### config.mk
export PLATFORM = sky130hd
export DESIGN_NAME = sphere_hit_scanner
export DESIGN_NICKNAME = d
export VERILOG_FILES = /design/src/rtl/ray_pkg.sv /design/src/rtl/sphere_hit_scanner.sv
export SDC_FILE = /design/constraint.sdc
export NUM_CORES = 1
export LEC_CHECK = 0
export CAP_MARGIN = 5
export CORE_AREA = 2 2 191 193
export CTS_BUF_LIST = sky130_fd_sc_hd__clkbuf_16
export CTS_CLUSTER_DIAMETER = 80
export DETAILED_ROUTE_END_ITERATION = 8
export DIE_AREA = 0 0 193 195
export PLACE_DENSITY = 0.6
export SYNTH_ARGS = -nofsm -noshare
export SYNTH_HDL_FRONTEND = slang
export SYNTH_SLANG_ARGS = --single-unit
### constraint.sdc
create_clock -name Clk -period 2.3 [get_ports Clk]
set_input_delay 0.23 -clock Clk [delete_from_list [all_inputs] [get_ports Clk]]
set_output_delay 0.23 -clock Clk [all_outputs]
set_load 0.03 [all_outputs]
### src/rtl/ray_pkg.sv
// rtl/ray_pkg.sv - shared ray tracing types, constants and sequencer state encoding
package ray_pkg;

    // 16.16 signed fixed-point distance / coordinate
    typedef logic signed [31:0] fixed_real;

    typedef struct packed {
        fixed_real x;
        fixed_real y;
        fixed_real z;
    } vector;

    typedef struct packed {
        logic [7:0] r;
        logic [7:0] g;
        logic [7:0] b;
    } color;

    // "No hit yet" distance: largest positive fixed_real
    localparam fixed_real T_MAX = 32'sh7FFF_FFFF;

    typedef enum logic [2:0] {
        ST_IDLE   = 3'd0,
        ST_FETCH  = 3'd1,
        ST_LOAD   = 3'd2,
        ST_TEST   = 3'd3,
        ST_FINISH = 3'd4
    } scan_state_e;

    // Strictly closer: equal distances never replace the earlier (lower index) sphere
    function automatic logic t_closer(input fixed_real t_new, input fixed_real t_best);
        return t_new < t_best;
    endfunction

endpackage

### src/rtl/sphere_hit_scanner.sv
// rtl/sphere_hit_scanner.sv - scans NUM_SPHERES spheres per ray, keeps nearest hit; NEAR_CLIP_EN rejects t <= 0
module sphere_hit_scanner
    import ray_pkg::*;
#(
    parameter int NUM_SPHERES = 8,
    parameter int IDX_W       = 3
) (
    input  logic             Clk,
    input  logic             Reset,
    input  logic             start,
    input  vector            ray,
    output logic             busy,
    output logic             done,
    output logic [IDX_W-1:0] sph_addr,
    output logic             sph_rd,
    input  vector            sph_data,
    output vector            col_sphere,
    output vector            col_ray,
    output fixed_real        col_tbest,
    input  fixed_real        col_tnew,
    input  logic             col_collide,
    output logic             hit,
    output logic [IDX_W-1:0] hit_idx,
    output fixed_real        hit_t
);

    localparam logic [IDX_W-1:0] LAST_IDX = IDX_W'(NUM_SPHERES - 1);

    scan_state_e      state_q, state_d;
    logic [IDX_W-1:0] idx_q, idx_d;
    vector            ray_q, ray_d;
    vector            sphere_q, sphere_d;
    fixed_real        tbest_q, tbest_d;
    logic             hit_q, hit_d;
    logic [IDX_W-1:0] hit_idx_q, hit_idx_d;
    fixed_real        hit_t_q, hit_t_d;
    logic             accept;

    // Accept a reported hit only if it is strictly nearer than the best so far
    always_comb begin
        accept = col_collide && t_closer(col_tnew, tbest_q);
`ifdef NEAR_CLIP_EN
        accept = accept && (col_tnew > 32'sd0);
`endif
    end

    // Next-state and datapath updates; every register holds unless its state changes it
    always_comb begin
        state_d   = state_q;
        idx_d     = idx_q;
        ray_d     = ray_q;
        sphere_d  = sphere_q;
        tbest_d   = tbest_q;
        hit_d     = hit_q;
        hit_idx_d = hit_idx_q;
        hit_t_d   = hit_t_q;
        case (state_q)
            ST_IDLE: begin
                if (start) begin
                    ray_d     = ray;
                    idx_d     = '0;
                    tbest_d   = T_MAX;
                    hit_d     = 1'b0;
                    hit_idx_d = '0;
                    hit_t_d   = T_MAX;
                    state_d   = ST_FETCH;
                end
            end
            ST_FETCH: begin
                state_d = ST_LOAD;
            end
            ST_LOAD: begin
                sphere_d = sph_data;
                state_d  = ST_TEST;
            end
            ST_TEST: begin
                if (accept) begin
                    tbest_d   = col_tnew;
                    hit_t_d   = col_tnew;
                    hit_idx_d = idx_q;
                    hit_d     = 1'b1;
                end
                if (idx_q == LAST_IDX) begin
                    state_d = ST_FINISH;
                end else begin
                    idx_d   = idx_q + IDX_W'(1);
                    state_d = ST_FETCH;
                end
            end
            ST_FINISH: begin
                state_d = ST_IDLE;
            end
            default: begin
                state_d = ST_IDLE;
            end
        endcase
    end

    // State and datapath registers with synchronous reset
    always_ff @(posedge Clk) begin
        if (Reset) begin
            state_q   <= ST_IDLE;
            idx_q     <= '0;
            ray_q     <= '0;
            sphere_q  <= '0;
            tbest_q   <= T_MAX;
            hit_q     <= 1'b0;
            hit_idx_q <= '0;
            hit_t_q   <= T_MAX;
        end else begin
            state_q   <= state_d;
            idx_q     <= idx_d;
            ray_q     <= ray_d;
            sphere_q  <= sphere_d;
            tbest_q   <= tbest_d;
            hit_q     <= hit_d;
            hit_idx_q <= hit_idx_d;
            hit_t_q   <= hit_t_d;
        end
    end

    // Outputs decoded from state or driven straight from registers
    always_comb begin
        busy       = (state_q != ST_IDLE);
        done       = (state_q == ST_FINISH);
        sph_rd     = (state_q == ST_FETCH);
        sph_addr   = idx_q;
        col_sphere = sphere_q;
        col_ray    = ray_q;
        col_tbest  = tbest_q;
        hit        = hit_q;
        hit_idx    = hit_idx_q;
        hit_t      = hit_t_q;
    end

endmodule

==> summary.md <==
The flow ran to the end, but the final reports show violations. The checks that failed: negative setup slack. The final hold violation count is 0. Overall global routing resource usage: 18.0%.

Detailed placement finished with a half-perimeter wire length of 26000 microns. The number of antenna repair diodes is 0, and the total clock sinks is 234. After synthesis, flip-flops and latches occupy 49.8% of the total area. Clock-pin slew was measured on the worst setup and hold paths at 60 ps. For the cell count after synthesis, the log shows 1138. Setup repair after global routing could not meet its margin everywhere.

Dividing the detail-routed via count by the number of cells gives 4.44. For the number of global-route vias before repair, the log shows 9513. The cell family contributing the most delay on the critical path is simple AND/OR/NAND/NOR gates. In this run the tool buffered the top-level ports with 493 buffer cells. Of the total power, the share spent switching nets is 31.1%. The tools report the sum of routed wire length over all layers as 35600 microns.

Yosys mapped a number of flops with a built-in enable equal to 0. On the critical path, the stage with the largest delay is an instance of sky130_fd_sc_hd__or4_1. The number of buffer and inverter instances along the worst setup path is 3.

The layout-stage area growth over the synthesis result was 77.3%. Before antenna repair, the detailed router went through 6 iterations. The total of fill cells in the finished design came out at 3349. The first global-routing pass estimated 53300 microns of wire. The share of final-layout standard cells stronger than drive strength 1 was 16.2%.

Per report_power, the clock group accounts for 35.5% of the total. In this run, synthesis produced a sequential element count of 234. The min-delay analysis places its worst path in the category in2reg. STA puts the critical path data arrival time at 2900 ps. Entering global routing, the biggest net connects 113 pins. Setup violations remaining at the end of the flow were counted as 36. Traced cell by cell, the critical path runs through inv_4 > ha_4 > nand4_1 > or4_1 > a221o_1 > a31oi_4 > or4_4 > buf_12 > clkbuf_16 > a32oi_2.

The total die area is 37600 sq um, and the logic depth of the worst register-to-register path is 10. Row generation in the floorplan step produced 69 rows. Measured along the y axis, the die boundary spans 195 microns.

The startpoint identified for the worst register-to-register timing path is hit_t[11]$_SDFFE_PP1P_. The most frequent standard cell in the layout excluding fill and tap cells is sky130_fd_sc_hd__clkdlybuf4s50_1. Across the run, the number of max-cap violations was 0. The initial antenna violation count is 1, and the overall die width is 193 microns. The tools report the clock insertion delay at the later pin of the skew report as 530 ps. The worst register-to-register path has a setup slack of -190 ps. For this configuration, the core starts out at a cell density of 26.6%.

Of all nets on the critical path, the largest fanout is 6. For the leftover overflow at the end of global routing, the log shows 0. The worst path in the final design needs a cycle of 2490 ps, including I/O delays and setup. The power share of the combinational group was 26.0%.

The clock arrives with 9.86 ps of skew. The run gives 0 as the remaining antenna violation count after routing. In the synthesized netlist the dominant register cell turns out to be sky130_fd_sc_hd__dfxtp_1. In the layout the commonest cells are sky130_fd_sc_hd__clkdlybuf4s50_1, sky130_fd_sc_hd__nand2_1, sky130_fd_sc_hd__dfxtp_1.

The number of nets at the end of the flow is 1929, and the transition at the pin with the smallest max-transition slack is 980 ps. The tools report the relative slew slack as 34.6%. STA classifies the critical path endpoint as a flip-flop. Clock tree synthesis selected as its root buffer the cell sky130_fd_sc_hd__clkbuf_16.

TritonCTS built the clock tree. Summed over all failing endpoints, the final setup total negative slack is -5520 ps. The peak clock frequency supported by timing is 402 MHz.

The starting DRC count in detailed routing was 287; the static leakage was 6.48 nW. Clock tree synthesis inserted a total of 27 buffers. The number of buffers on the longest clock path was 3; the portion of total power attributed to sequential cells was 38.5%. The internal power of the cells totals 8.12 mW.

The largest single stage delay on the critical path is 500 ps. Dividing the synthesized area by the synthesized cell count gives 8.26 sq um. The critical path ends at hit_t[2]$_SDFFE_PP1P_.

The smallest setup slack after layout is -188 ps, and the netlist area before placement is 9400 sq um. The final-report max-slew violation count was 0; the number of vias in the routed layout was 9552. Startpoint of the most critical hold path: Reset. Type of the setup path with the least slack: reg2reg. The terminus of the critical flop-to-flop path is hit_t[2]$_SDFFE_PP1P_. The number of nets handed over by synthesis was 1399.

Once placement completed, the tool counted placed cells totaling 2076. STA classifies the critical path startpoint as a flip-flop. The depth of the critical timing path with buffers and inverters included was 10; the number of top-level pins was 494. The fraction of the cycle the final worst path needs was 108%.

The post-detailed-route DRC marker count is 0. In the final routed layout, each cell accounts on average for 16.6 microns. The post-synthesis cell type count is 41, and the final non-filler cell total is 2149. Summed over all nets, the switching power comes to 3.66 mW.

For the worst vdd rail ir drop, the log shows 0.000730 V. For this run, the number of Yosys warnings is 0. The number of H-tree levels is 1. Tracing the worst setup path back leads to its startpoint at hit_t[11]$_SDFFE_PP1P_.

Dividing total power by cell area gives a power density of 706 nW/um^2. The logs give 0.873 for the placer congestion estimate and 2710 ps for the critical path data required time. The fraction of synthesis flops using an asynchronous set or reset pin is 0%.

For the area of the placeable core, the log shows 35400 sq um.
==> metrics by stage <==
| step | area (sq um) | util, % | hold slack [ps] | power (mW) | setup slack [ps] |
|---|---|---|---|---|---|
| floorplan | 9590 | - | 355 | 6.15 | -53.8 |
| global placement | 15300 | 43.4 | 440 | 7.66 | -518 |
| detailed placement | 15300 | 43.4 | 446 | 7.69 | -574 |
| CTS | 16600 | 46.8 | 56.2 | 12.0 | -185 |
| global route | 16700 | 47.1 | 76.1 | 12.3 | -245 |
| finish | 16700 | 47.1 | 88.0 | 11.8 | -188 |
==> synth_stat cells, types with 2 or more instances <==
master	count	area share, %
sky130_fd_sc_hd__nand2_1	395	16
sky130_fd_sc_hd__nand4_1	6	0.40
sky130_fd_sc_hd__a221o_1	2	0.21
sky130_fd_sc_hd__ha_1	33	4.4
sky130_fd_sc_hd__a21o_1	2	0.16
sky130_fd_sc_hd__nor2_1	14	0.56
sky130_fd_sc_hd__buf_6	3	0.36
sky130_fd_sc_hd__a32o_1	3	0.32
sky130_fd_sc_hd__nor3_1	6	0.32
sky130_fd_sc_hd__a32oi_2	30	5.2
sky130_fd_sc_hd__buf_2	6	0.32
sky130_fd_sc_hd__inv_1	68	2.7
sky130_fd_sc_hd__buf_1	11	0.44
sky130_fd_sc_hd__clkbuf_1	52	2.1
sky130_fd_sc_hd__buf_12	3	0.64
sky130_fd_sc_hd__a21oi_1	207	11
sky130_fd_sc_hd__nor3b_1	2	0.16
sky130_fd_sc_hd__o21ai_0	5	0.27
sky130_fd_sc_hd__and2_1	2	0.13
sky130_fd_sc_hd__buf_4	32	2.6
sky130_fd_sc_hd__a22oi_1	3	0.24
sky130_fd_sc_hd__dfxtp_1	234	50
==> cell type report <==
class                      instances  area (sq um)  share of cell area, %
clock buffer                      27           676                   4.05
clock inverter                    22           174                   1.04
inverter                          68           273                   1.64
multi-input combinational        730          4190                   25.1
sequential                       234          4780                   28.6
tap                              461           577                   3.46
timing repair buffer             607          6010                   36.0
==> how the worst min path moves through the flow <==
stage / slack [ps] / to / cells after the start
6_report: 90 / hit$_SDFFE_PP0P_ / 3
5_1_grt: 80 / hit$_SDFFE_PP0P_ / 3
4_1_cts: 60 / hit$_SDFFE_PP0P_ / 3
3_5_place_dp: 450 / col_sphere[30]$_SDFFE_PP0P_ / 2
3_3_place_gp: 440 / col_ray[69]$_SDFFE_PP0P_ / 2
2_1_floorplan: 350 / hit_t[31]$_SDFFE_PP0P_ / 1
==> tightest hold or removal path, cell delays in order <==
cell and delay, ps:
sky130_fd_sc_hd__buf_6 100, sky130_fd_sc_hd__nor2_1 70, sky130_fd_sc_hd__a21o_1 170
==> power by group through the flow <==
stage	combinational, mW	sequential (mW)	clock [mW]
final	3.06	4.54	4.18
after global routing	3.28	4.58	4.47
after CTS	3.10	4.54	4.32
after detailed placement	3.06	4.62	0
after global placement	3.05	4.61	0
after floorplan	0.902	5.25	0
==> sequential cells by signal, summed over array words and instances, names as in the netlist <==
signal / flops
hit: 1
state_q: 3
hit_idx: 3
col_sphere: 96
sph_addr: 3
col_ray: 96
hit_t: 32
==> routing by layer <==
layer	vias up	track usage, %	share of wire, %
met4	2	4.43	2.4
met5	-	0	0.045
li1	4764	-	-
met2	323	32.3	50
met3	49	5.37	8.0
met1	4414	20.6	40
==> kinds of logic after synthesis <==
kind of cell,after synthesis,share of synthesized area (%)
simple gates,433,18.0
fa+ha+maj,33,4.39
flops,234,49.8
xor+xnor,1,0.0932
buf+inv,176,9.26
compound gates,261,18.5
==> timing repair <==
action                                  4_1_cts  5_1_grt
endpoints found under the setup margin       37       36
buffers inserted                             18        2
pin swaps                                     6       11
resized for setup                            36       16
cloned                                        3        1
hold buffers                                  0        0
No activity file was read; power rests on OpenSTA's default activity.
